## src/rtl/ni_code_packer.sv

```systemverilog
// Packs NUM_BITS neighbour-comparison bits into one NI code and hands it downstream over valid/ready.
// Define NI_PACK_ROTINV_EN to output the rotation-invariant (minimum circular rotation) code instead of the raw one.
module ni_code_packer #(
  parameter int NUM_BITS      = 8,
  parameter int PIX_PER_FRAME = 307200,
  parameter int CNT_W         = 19
) (
  input  logic                clk,
  input  logic                rst,
  input  logic                frame_start_i,
  input  logic                done_i,
  input  logic                bit_i,
  input  logic                code_ready_i,
  output logic [NUM_BITS-1:0] code_o,
  output logic                code_valid_o,
  output logic                frame_done_o,
  output logic                overflow_o
);

  localparam int BC_W = $clog2(NUM_BITS);
  localparam logic [BC_W-1:0]  LAST_BIT = BC_W'(NUM_BITS - 1);
  localparam logic [CNT_W-1:0] LAST_PIX = CNT_W'(PIX_PER_FRAME - 1);

  typedef enum logic {COLLECT, HOLD} state_e;

  state_e              state_q, state_d;
  logic [NUM_BITS-1:0] acc_q, acc_d;
  logic [BC_W-1:0]     bit_cnt_q, bit_cnt_d;
  logic [CNT_W-1:0]    pix_cnt_q, pix_cnt_d;
  logic [NUM_BITS-1:0] code_q, code_d;
  logic                code_valid_q, code_valid_d;
  logic                frame_done_q, frame_done_d;
  logic                overflow_q, overflow_d;

  logic                hs, out_free;
  logic [NUM_BITS-1:0] full_code, mapped_code;

  assign hs        = code_valid_q & code_ready_i;
  assign out_free  = ~code_valid_q | code_ready_i;
  assign full_code = {acc_q[NUM_BITS-2:0], bit_i};

`ifdef NI_PACK_ROTINV_EN
  // Left-rotate by every amount and keep a running minimum; purely combinational on the load path.
  logic [NUM_BITS-1:0][NUM_BITS-1:0] rot, run_min;
  for (genvar r = 0; r < NUM_BITS; r++) begin : g_rot
    if (r == 0) begin : g_id
      assign rot[r]     = full_code;
      assign run_min[r] = full_code;
    end else begin : g_r
      assign rot[r]     = {full_code[NUM_BITS-1-r:0], full_code[NUM_BITS-1:NUM_BITS-r]};
      assign run_min[r] = (rot[r] < run_min[r-1]) ? rot[r] : run_min[r-1];
    end
  end
  assign mapped_code = run_min[NUM_BITS-1];
`else
  assign mapped_code = full_code;
`endif

  always_comb begin
    state_d      = state_q;
    acc_d        = acc_q;
    bit_cnt_d    = bit_cnt_q;
    pix_cnt_d    = pix_cnt_q;
    code_d       = code_q;
    code_valid_d = code_valid_q;
    frame_done_d = 1'b0;
    overflow_d   = overflow_q;

    if (frame_start_i) begin
      // Restart wins over any handshake or bit this cycle; overflow is deliberately kept.
      state_d      = COLLECT;
      acc_d        = '0;
      bit_cnt_d    = '0;
      pix_cnt_d    = '0;
      code_valid_d = 1'b0;
    end else begin
      if (hs) begin
        code_valid_d = 1'b0;
        if (pix_cnt_q == LAST_PIX) begin
          pix_cnt_d    = '0;
          frame_done_d = 1'b1;
        end else begin
          pix_cnt_d = pix_cnt_q + CNT_W'(1);
        end
      end

      unique case (state_q)
        COLLECT: begin
          if (done_i) begin
            if (bit_cnt_q == LAST_BIT) begin
              if (out_free) begin
                code_d       = mapped_code;
                code_valid_d = 1'b1;
                acc_d        = '0;
                bit_cnt_d    = '0;
              end else begin
                acc_d   = mapped_code;
                state_d = HOLD;
              end
            end else begin
              acc_d     = full_code;
              bit_cnt_d = bit_cnt_q + BC_W'(1);
            end
          end
        end
        HOLD: begin
          if (out_free) begin
            code_d       = acc_q;
            code_valid_d = 1'b1;
            state_d      = COLLECT;
            // A bit arriving in the freeing cycle starts the next pixel.
            if (done_i) begin
              acc_d     = {{(NUM_BITS-1){1'b0}}, bit_i};
              bit_cnt_d = BC_W'(1);
            end else begin
              acc_d     = '0;
              bit_cnt_d = '0;
            end
          end else if (done_i) begin
            overflow_d = 1'b1;
          end
        end
        default: state_d = COLLECT;
      endcase
    end
  end

  always_ff @(posedge clk) begin
    if (!rst) begin
      state_q      <= COLLECT;
      acc_q        <= '0;
      bit_cnt_q    <= '0;
      pix_cnt_q    <= '0;
      code_q       <= '0;
      code_valid_q <= 1'b0;
      frame_done_q <= 1'b0;
      overflow_q   <= 1'b0;
    end else begin
      state_q      <= state_d;
      acc_q        <= acc_d;
      bit_cnt_q    <= bit_cnt_d;
      pix_cnt_q    <= pix_cnt_d;
      code_q       <= code_d;
      code_valid_q <= code_valid_d;
      frame_done_q <= frame_done_d;
      overflow_q   <= overflow_d;
    end
  end

  assign code_o       = code_q;
  assign code_valid_o = code_valid_q;
  assign frame_done_o = frame_done_q;
  assign overflow_o   = overflow_q;

endmodule

```

## config.mk

```make
export PLATFORM = sky130hd
export DESIGN_NAME = ni_code_packer
export DESIGN_NICKNAME = d
export VERILOG_FILES = /design/src/rtl/ni_code_packer.sv
export SDC_FILE = /design/constraint.sdc
export NUM_CORES = 1
export LEC_CHECK = 0
export CAP_MARGIN = 20
export CORE_ASPECT_RATIO = 0.8
export CORE_MARGIN = 5
export CORE_UTILIZATION = 57
export DETAILED_ROUTE_END_ITERATION = 16
export PLACE_DENSITY_LB_ADDON = 0.12
export SYNTH_ARGS = -nofsm -noshare
export SYNTH_HDL_FRONTEND = slang
export SYNTH_SLANG_ARGS = --single-unit
```

## constraint.sdc

```tcl
create_clock -name clk -period 2.3 [get_ports clk]
set_clock_uncertainty 0.2 [all_clocks]
set_input_delay 0.46 -clock clk [delete_from_list [all_inputs] [get_ports clk]]
set_output_delay 0.46 -clock clk [all_outputs]
set_load 0.03 [all_outputs]
```

==> key figures, run 1 <==
Setup path
  • Reg2Reg Capture Point: frame_done_o
  • CP Capture Type: primary output
  • CP max-delay cell: clkdlybuf4s50_1
  • CP top delay family: buffers and inverters
  • Worst Path Required: 1.64 ns
  • CP cell instances: clkdlybuf4s50_1
  • Crit path largest cell delay: 0.74 ns
  • CP bufs+invs: 1
  • R2R depth: 5
  • Worst setup path class: register to primary output
  • CP arrival: 1.53 ns
  • FF-to-FF setup slack: 0.31 ns
  • Critical R2R Launch: pix_cnt_q[0]
  • CP Launch Type: register
  • Crit Path Max Fanout: 10

Placement
  • DP HPWL: 3.06 mm
  • RePlAce Congestion: 0.902
  • Port Buffers: 16
  • Place WS: -0.102 ns

Power and ir drop
  • PwrDens: 520 mW/mm^2
  • Sequential fraction of design power: 59.7%
  • Switching Share: 22.0%
  • Switching power: 269 uW
  • Internal power: 953 uW
  • Leakage power: 0.899 nW
  • Clock power share: 36.3%
  • Maximum VDD drop: 0.000392 V
  • Combinational fraction of design power: 4.0%
  • Tot Pwr: 1.22 mW

Yosys
  • Synthesized cell area: 0.00201 mm^2
  • Xor/xnor cell area share of the yosys netlist: 5.22%
  • Top-count cell post-synth: dfxtp_1
  • Synth Register Bits: 42
  • Simple-Gate Fraction of Synth Area: 26.5%
  • Mapped Cells: 216
  • Top cells by area, synth: dfxtp_1 42%, mux2i_1 6.5%, nor2_1 4.9%
  • Adder-Cell Fraction of Synth Area: 1.87%
  • Yosys top cell area share: 41.8%
  • Avg Cell Area, Syn: 9.31 um^2
  • Post-synth EDFFs: 0
  • Largest family of logic cells by synthesized area: simple AND/OR/NAND/NOR gates
  • Unique masters post-synth: 42
  • Sequential fraction of the synthesis area: 41.8%
  • Ys Warns: 0
  • Dominant synthesized flop cell: dfxtp_1
  • Mux contribution to synthesized area: 7.03%
  • Synth cell count leaders: 42 x dfxtp_1, 26 x nor2_1, 20 x nand2_1
  • Leading area contributor after synthesis: dfxtp_1
  • Synth Area in Compound Gates: 14.2%
  • Mapped Nets: 225
  • Asr flop ratio synth: 0%

Timing
  • FMAX: 456 MHz
  • Fin crit share: 95.4%
  • Slew margin rel.: 60.0%
  • Worst hold slack: 0.286 ns
  • Final WS setup: 0.106 ns
  • Endpoints failing hold: 0
  • RSZ-0062 raised after global routing: false
  • Setup Viol. Count Final: 0
  • Worst slew pin tran: 0.597 ns
  • Final min period: 2.19 ns
  • Final Max Tran Viols: 0

Clock tree
  • CTS sink count: 42
  • Setup Fix Bufs, Post-CTS: 0
  • Clk Latency, worst-skew pair: 0.29 ns
  • CTS Root Cell: clkbuf_8
  • Clock tree buffer depth: 2
  • Clock transition at path regs: 0.07 ns
  • CTS-repair resized insts: 0
  • H-Tree Depth: 2
  • Num CTS Buffers: 5
  • Post-CTS Hold Buffers: 0
  • TritonCTS clock tree: yes

Hold path
  • Worst Hold Class: register to register
  • Hold Path End: overflow_o
  • Hold path start: overflow_o
  • Hold depth: 1

Die
  • Starting Density: 58.8%
  • Die Area: 0.00483 mm^2
  • CORE AREA: 0.00342 mm^2
  • Die width: 76.4 um
  • Die Ht: 63.1 um
  • Top Ports: 17
  • # rows: 19

Final layout
  • Fraction of layout cells with a size suffix above 1: 12.1%
  • N_diodes: 0
  • Nets@finish: 248
  • Synthesis-to-finish area growth: 16.8%
  • Final core occ: 68.6%

Route
  • Routed wire length: 4.07 mm
  • Via count: 1669
  • Vias per inst: 5.94
  • Iteration-0 DRC Markers: 84
  • Post-route ant nets: 0
  • Remaining DRCs: 0
  • Pre-Repair DR Iteration Count: 4
  • Routed length per instance: 14.5 um

GRT
  • Vias in the first global route: 1679
  • Initial antenna violation count: 0
  • Gr usage total: 17.7%
  • GRT overflow: 0
  • First-pass GRT wire length: 7.25 mm
  • Largest net degree at the start of global routing: 17

Flow run
  • Maxcap violations: 0

Status
  • Status: finished, final reports clean
==> cell usage in the layout (no fill, tap or decap), types with 2 or more instances in the layout <==
| cell | n |
|---|---|
| and4_1 | 2 |
| nor4_4 | 2 |
| nor4_2 | 2 |
| clkdlybuf4s50_1 | 16 |
| nor3_1 | 7 |
| xnor2_1 | 9 |
| clkbuf_8 | 5 |
| a21oi_1 | 11 |
| ha_1 | 3 |
| o22ai_1 | 2 |
| inv_1 | 3 |
| buf_4 | 11 |
| o211a_1 | 9 |
| mux2i_1 | 13 |
| nor4_1 | 4 |
| xor2_1 | 3 |
| nor2b_1 | 3 |
| clkinv_2 | 2 |
| nand2b_1 | 3 |
| dfxtp_1 | 42 |
| a22oi_1 | 7 |
| o21ai_0 | 2 |
| and3_1 | 2 |
| nand2_1 | 20 |
| nor2_1 | 26 |
| nand3_1 | 6 |
| nand4_1 | 7 |
| o31ai_1 | 2 |
==> stage by stage <==
step | TNS (ns) | instances | cell area, um^2
finish | 0 | 281 | 2350
global route | 0 | 281 | 2350
CTS | 0 | 281 | 2350
detailed placement | -1.19 | 274 | 2270
global placement | -0.00694 | 274 | 2270
floorplan | 0 | 216 | 2010
==> how the worst max path moves through the flow <==
stage,from,end,slack [ns],cells past startpoint
after floorplan,code_valid_o,pix_cnt_q[15],0.38,5
after global placement,code_ready_i,pix_cnt_q[15],-0.004,5
after detailed placement,code_ready_i,acc_q[3],-0.10,5
after CTS,code_valid_o,code_valid_o,0.10,1
after global routing,code_valid_o,code_valid_o,0.03,1
final,code_valid_o,code_valid_o,0.11,1
==> flip-flops by register name, summed over array words and instances (netlist names) <==
name          cells
pix_cnt_q        19
acc_q             8
code_o            8
bit_cnt_q         3
code_valid_o      1
frame_done_o      1
overflow_o        1
state_q           1
==> logic make-up after synthesis <==
group                      Yosys count
AOI/OAI and AO/OA                   37
xor gates and xnor gates            12
and+or+nand+nor                     93
adders and majority gates            3
DFF                                 42
muxes                               14
buffers and inverters               15
==> power groups by stage <==
| stage | Clock [mW] | Sequential [mW] | Combinational [mW] |
|---|---|---|---|
| floorplan | 0 | 0.747 | 0.0285 |
| global placement | 0 | 0.747 | 0.0468 |
| detailed placement | 0 | 0.747 | 0.0487 |
| CTS | 0.454 | 0.730 | 0.0490 |
| global route | 0.495 | 0.730 | 0.0539 |
| finish | 0.443 | 0.730 | 0.0491 |
==> area by class of cell <==
type | instances | area, um^2
Multi-Input combinational cell | 159 | 1100
Inverter | 3 | 11.3
Clock buffer | 5 | 68.8
Tap cell | 42 | 52.6
Sequential cell | 42 | 841
Fill cell | 292 | 1070
Clock inverter | 2 | 10.0
Timing Repair Buffer | 28 | 263
==> per-layer routing <==
layer / up-vias / part of all wire (%) / track usage, %
li1: 823 / - / -
met1: 806 / 49 / 22.8
met2: 33 / 47 / 28.8
met3: 7 / 3.6 / 4.13
met4: 0 / 1.3 / 6.55
met5: - / 0 / 0
No activity file was read; power rests on OpenSTA's default activity.
==> run 2, diff against run 1 <==
Settings changed: CORE_UTILIZATION 57 to 59, CTS_BUF_LIST from default to sky130_fd_sc_hd__clkbuf_4, PLACE_DENSITY from default to 0.81, PLACE_DENSITY_LB_ADDON 0.12 to default.
==> run 2 against run 1 <==
  * Clock power is 29% lower
  * Final cell count is 1.1% higher
  * Hold slack worse by 0.0088 ns
  * Critical path depth is 4 higher
  * Total power is 11% lower
  * Routed wire length is 5.6% lower
  * Sequential share of layout area is 0.31 points higher
  * Critical endpoint is now frame_done_o
==> key figures, run 2 (synthesis gave the netlist of run 1 again) <==
Hold path
  • Hold Path End: overflow_o
  • Hold depth: 1 (unchanged)
  • Worst Hold Class: register to register
  • Hold path start: overflow_o

Final layout
  • Final core occ: 69.5% (+0.86 points)
  • N_diodes: 0 (unchanged)
  • Fraction of layout cells with a size suffix above 1: 12.8% (+0.68 points)
  • Largest Register: pix_cnt_q
  • Nets@finish: 252 (+1.6%)
  • Max reg flops: 19 (unchanged)
  • Commonest non-fill, non-tap cell in the layout: dfxtp_1
  • Commonest non-fill, non-tap cells in the layout: 42 x dfxtp_1, 26 x nor2_1, 20 x nand2_1, 16 x clkdlybuf4s50_1, 16 x buf_4
  • Synthesis-to-finish area growth: 15.8%

Die
  • CORE AREA: 0.00335 mm^2 (-2.1%)
  • Starting Density: 60.0% (+1.3 points)
  • Die Area: 0.00469 mm^2 (-2.9%)
  • Top Ports: 17 (unchanged)
  • Die width: 75.3 um (-1.5%)
  • Die Ht: 62.2 um (-1.4%)
  • # rows: 19 (unchanged)

Power and ir drop
  • Maximum VDD drop: 0.000600 V (+53%)
  • Tot Pwr: 1.09 mW (-11%)
  • PwrDens: 469 mW/mm^2 (-9.8%)
  • Leakage power: 0.894 nW (-0.61%)

Clock tree
  • Clock tree buffer depth: 2 (unchanged)
  • CTS-repair resized insts: 0 (unchanged)
  • Clk Latency, worst-skew pair: 0.33 ns (+0.04 ns)
  • Post-CTS Hold Buffers: 0 (unchanged)
  • H-Tree Depth: 2 (unchanged)
  • CTS Root Cell: clkbuf_4
  • CTS sink count: 42 (unchanged)
  • Clock transition at path regs: 0.11 ns (+0.04 ns)
  • Setup Fix Bufs, Post-CTS: 0 (unchanged)
  • Num CTS Buffers: 5 (unchanged)
  • TritonCTS clock tree: yes

Setup path
  • CP arrival: 2.10 ns (+0.57 ns)
  • CP Launch Type: primary input
  • CP max-delay cell: clkdlybuf4s50_1
  • Worst setup path class: primary input to register
  • CP top delay family: simple AND/OR/NAND/NOR gates
  • Crit path largest cell delay: 0.63 ns (-0.11 ns)
  • CP Capture Type: register
  • Crit Path Max Fanout: 9 (-1)
  • FF-to-FF setup slack: 0.34 ns (+0.03 ns)
  • R2R depth: 5 (unchanged)
  • CP bufs+invs: 1 (unchanged)
  • CP cell instances: clkdlybuf4s50_1 -> nand2_1 -> nor4_1 -> and2b_1 -> and2_1
  • Critical R2R Launch: pix_cnt_q[0]
  • Worst Path Required: 2.37 ns (+0.73 ns)
  • Reg2Reg Capture Point: frame_done_o

Route
  • Pre-Repair DR Iteration Count: 4 (unchanged)
  • Remaining DRCs: 0 (unchanged)
  • Vias per inst: 5.70 (-4.1%)
  • Post-route ant nets: 0 (unchanged)
  • Iteration-0 DRC Markers: 158 (+88%)
  • Routed wire length: 3.84 mm (-5.6%)
  • Met2 WL post-DR: 1.65 mm (-13%)
  • Top Metal Used: met4
  • Via count: 1618 (-3.1%)
  • Routed length per instance: 13.5 um (-6.6%)
  • Met3 wire len: 188 um (+29%)
  • Wire length on met1: 1.99 mm (+0.71%)

GRT
  • GRT overflow: 0 (unchanged)
  • Initial antenna violation count: 0 (unchanged)
  • Vias in the first global route: 1534 (-8.6%)
  • First-pass GRT wire length: 7.02 mm (-3.1%)
  • Largest net degree at the start of global routing: 17 (unchanged)
  • Gr usage total: 18.6% (+0.92 points)

Timing
  • Final Max Tran Viols: 0 (unchanged)
  • Worst hold slack: 0.277 ns (-0.00885 ns)
  • FMAX: 492 MHz (+7.9%)
  • Worst slew pin tran: 0.540 ns (-0.0564 ns)
  • RSZ-0062 raised after global routing: false
  • Endpoints failing hold: 0 (unchanged)
  • Fin crit share: 88.4% (-7.0 points)
  • Final min period: 2.03 ns (-0.160 ns)
  • Slew margin rel.: 63.7% (+3.8 points)
  • Setup Viol. Count Final: 0 (unchanged)

Placement
  • DP HPWL: 2.77 mm (-9.4%)
  • Port Buffers: 16 (unchanged)
  • RePlAce Congestion: 0.793 (-12%)

Status
  • Status: finished, final reports clean

Flow run
  • Maxcap violations: 0 (unchanged)
-- run 2: cell count changes in the layout (fill, tap and decap cells not counted), sizes merged --
| cell | change |
|---|---|
| buf | +4 |
| clkinv | -1 |
-- run 2: layout make-up --
class                      count  area [um^2]
tap                           42         52.6
multi-input combinational    159         1100
clock inverter                 1         3.75
clock buffer                   5         37.5
fill                         267         1020
timing repair buffer          32          280
inverter                       3         11.3
sequential                    42          841
-- run 2: report_power, final --
part | switching, mW | internal (mW)
Combinational | 0.0270 | 0.0225
Clock | 0.208 | 0.105
Sequential | 0.00173 | 0.729
Total | 0.237 | 0.856
-- run 2: worst max-delay path by stage --
stage / start / end / cells past startpoint / slack, ns
after floorplan: code_valid_o / pix_cnt_q[15] / 5 / 0.38
after global placement: code_ready_i / frame_done_o / 5 / 0.005
after detailed placement: code_ready_i / pix_cnt_q[17] / 6 / -0.05
after CTS: code_o[6] / code_o[6] / 1 / 0.25
after global routing: pix_cnt_q[0] / frame_done_o / 5 / 0.14
final: code_ready_i / frame_done_o / 5 / 0.27
-- run 2: layer usage --
layer  vias up  GRT usage, %
met5         -             0
met4         0          3.93
met3         2          5.16
met2        32          26.7
met1       752          27.6
li1        832             -
-- run 2: per-stage QoR --
stage / instance area (um^2) / std cells / TNS (ns) / setup slack [ns]
global route: 2330 / 284 / 0 / 0.139
CTS: 2330 / 284 / 0 / 0.252
detailed placement: 2290 / 278 / -0.248 / -0.0450
floorplan: 2010 / 216 / 0 / 0.380
global placement: 2290 / 278 / 0 / 0.00462
finish: 2330 / 284 / 0 / 0.266
==> run 3, diff against run 2 <==
Settings changed: CAP_MARGIN 20 to default, SKIP_CTS_REPAIR_TIMING from default to 1.
==> results of run 3 <==
The final DEF is identical to that of run 2; final timing and power are the same.
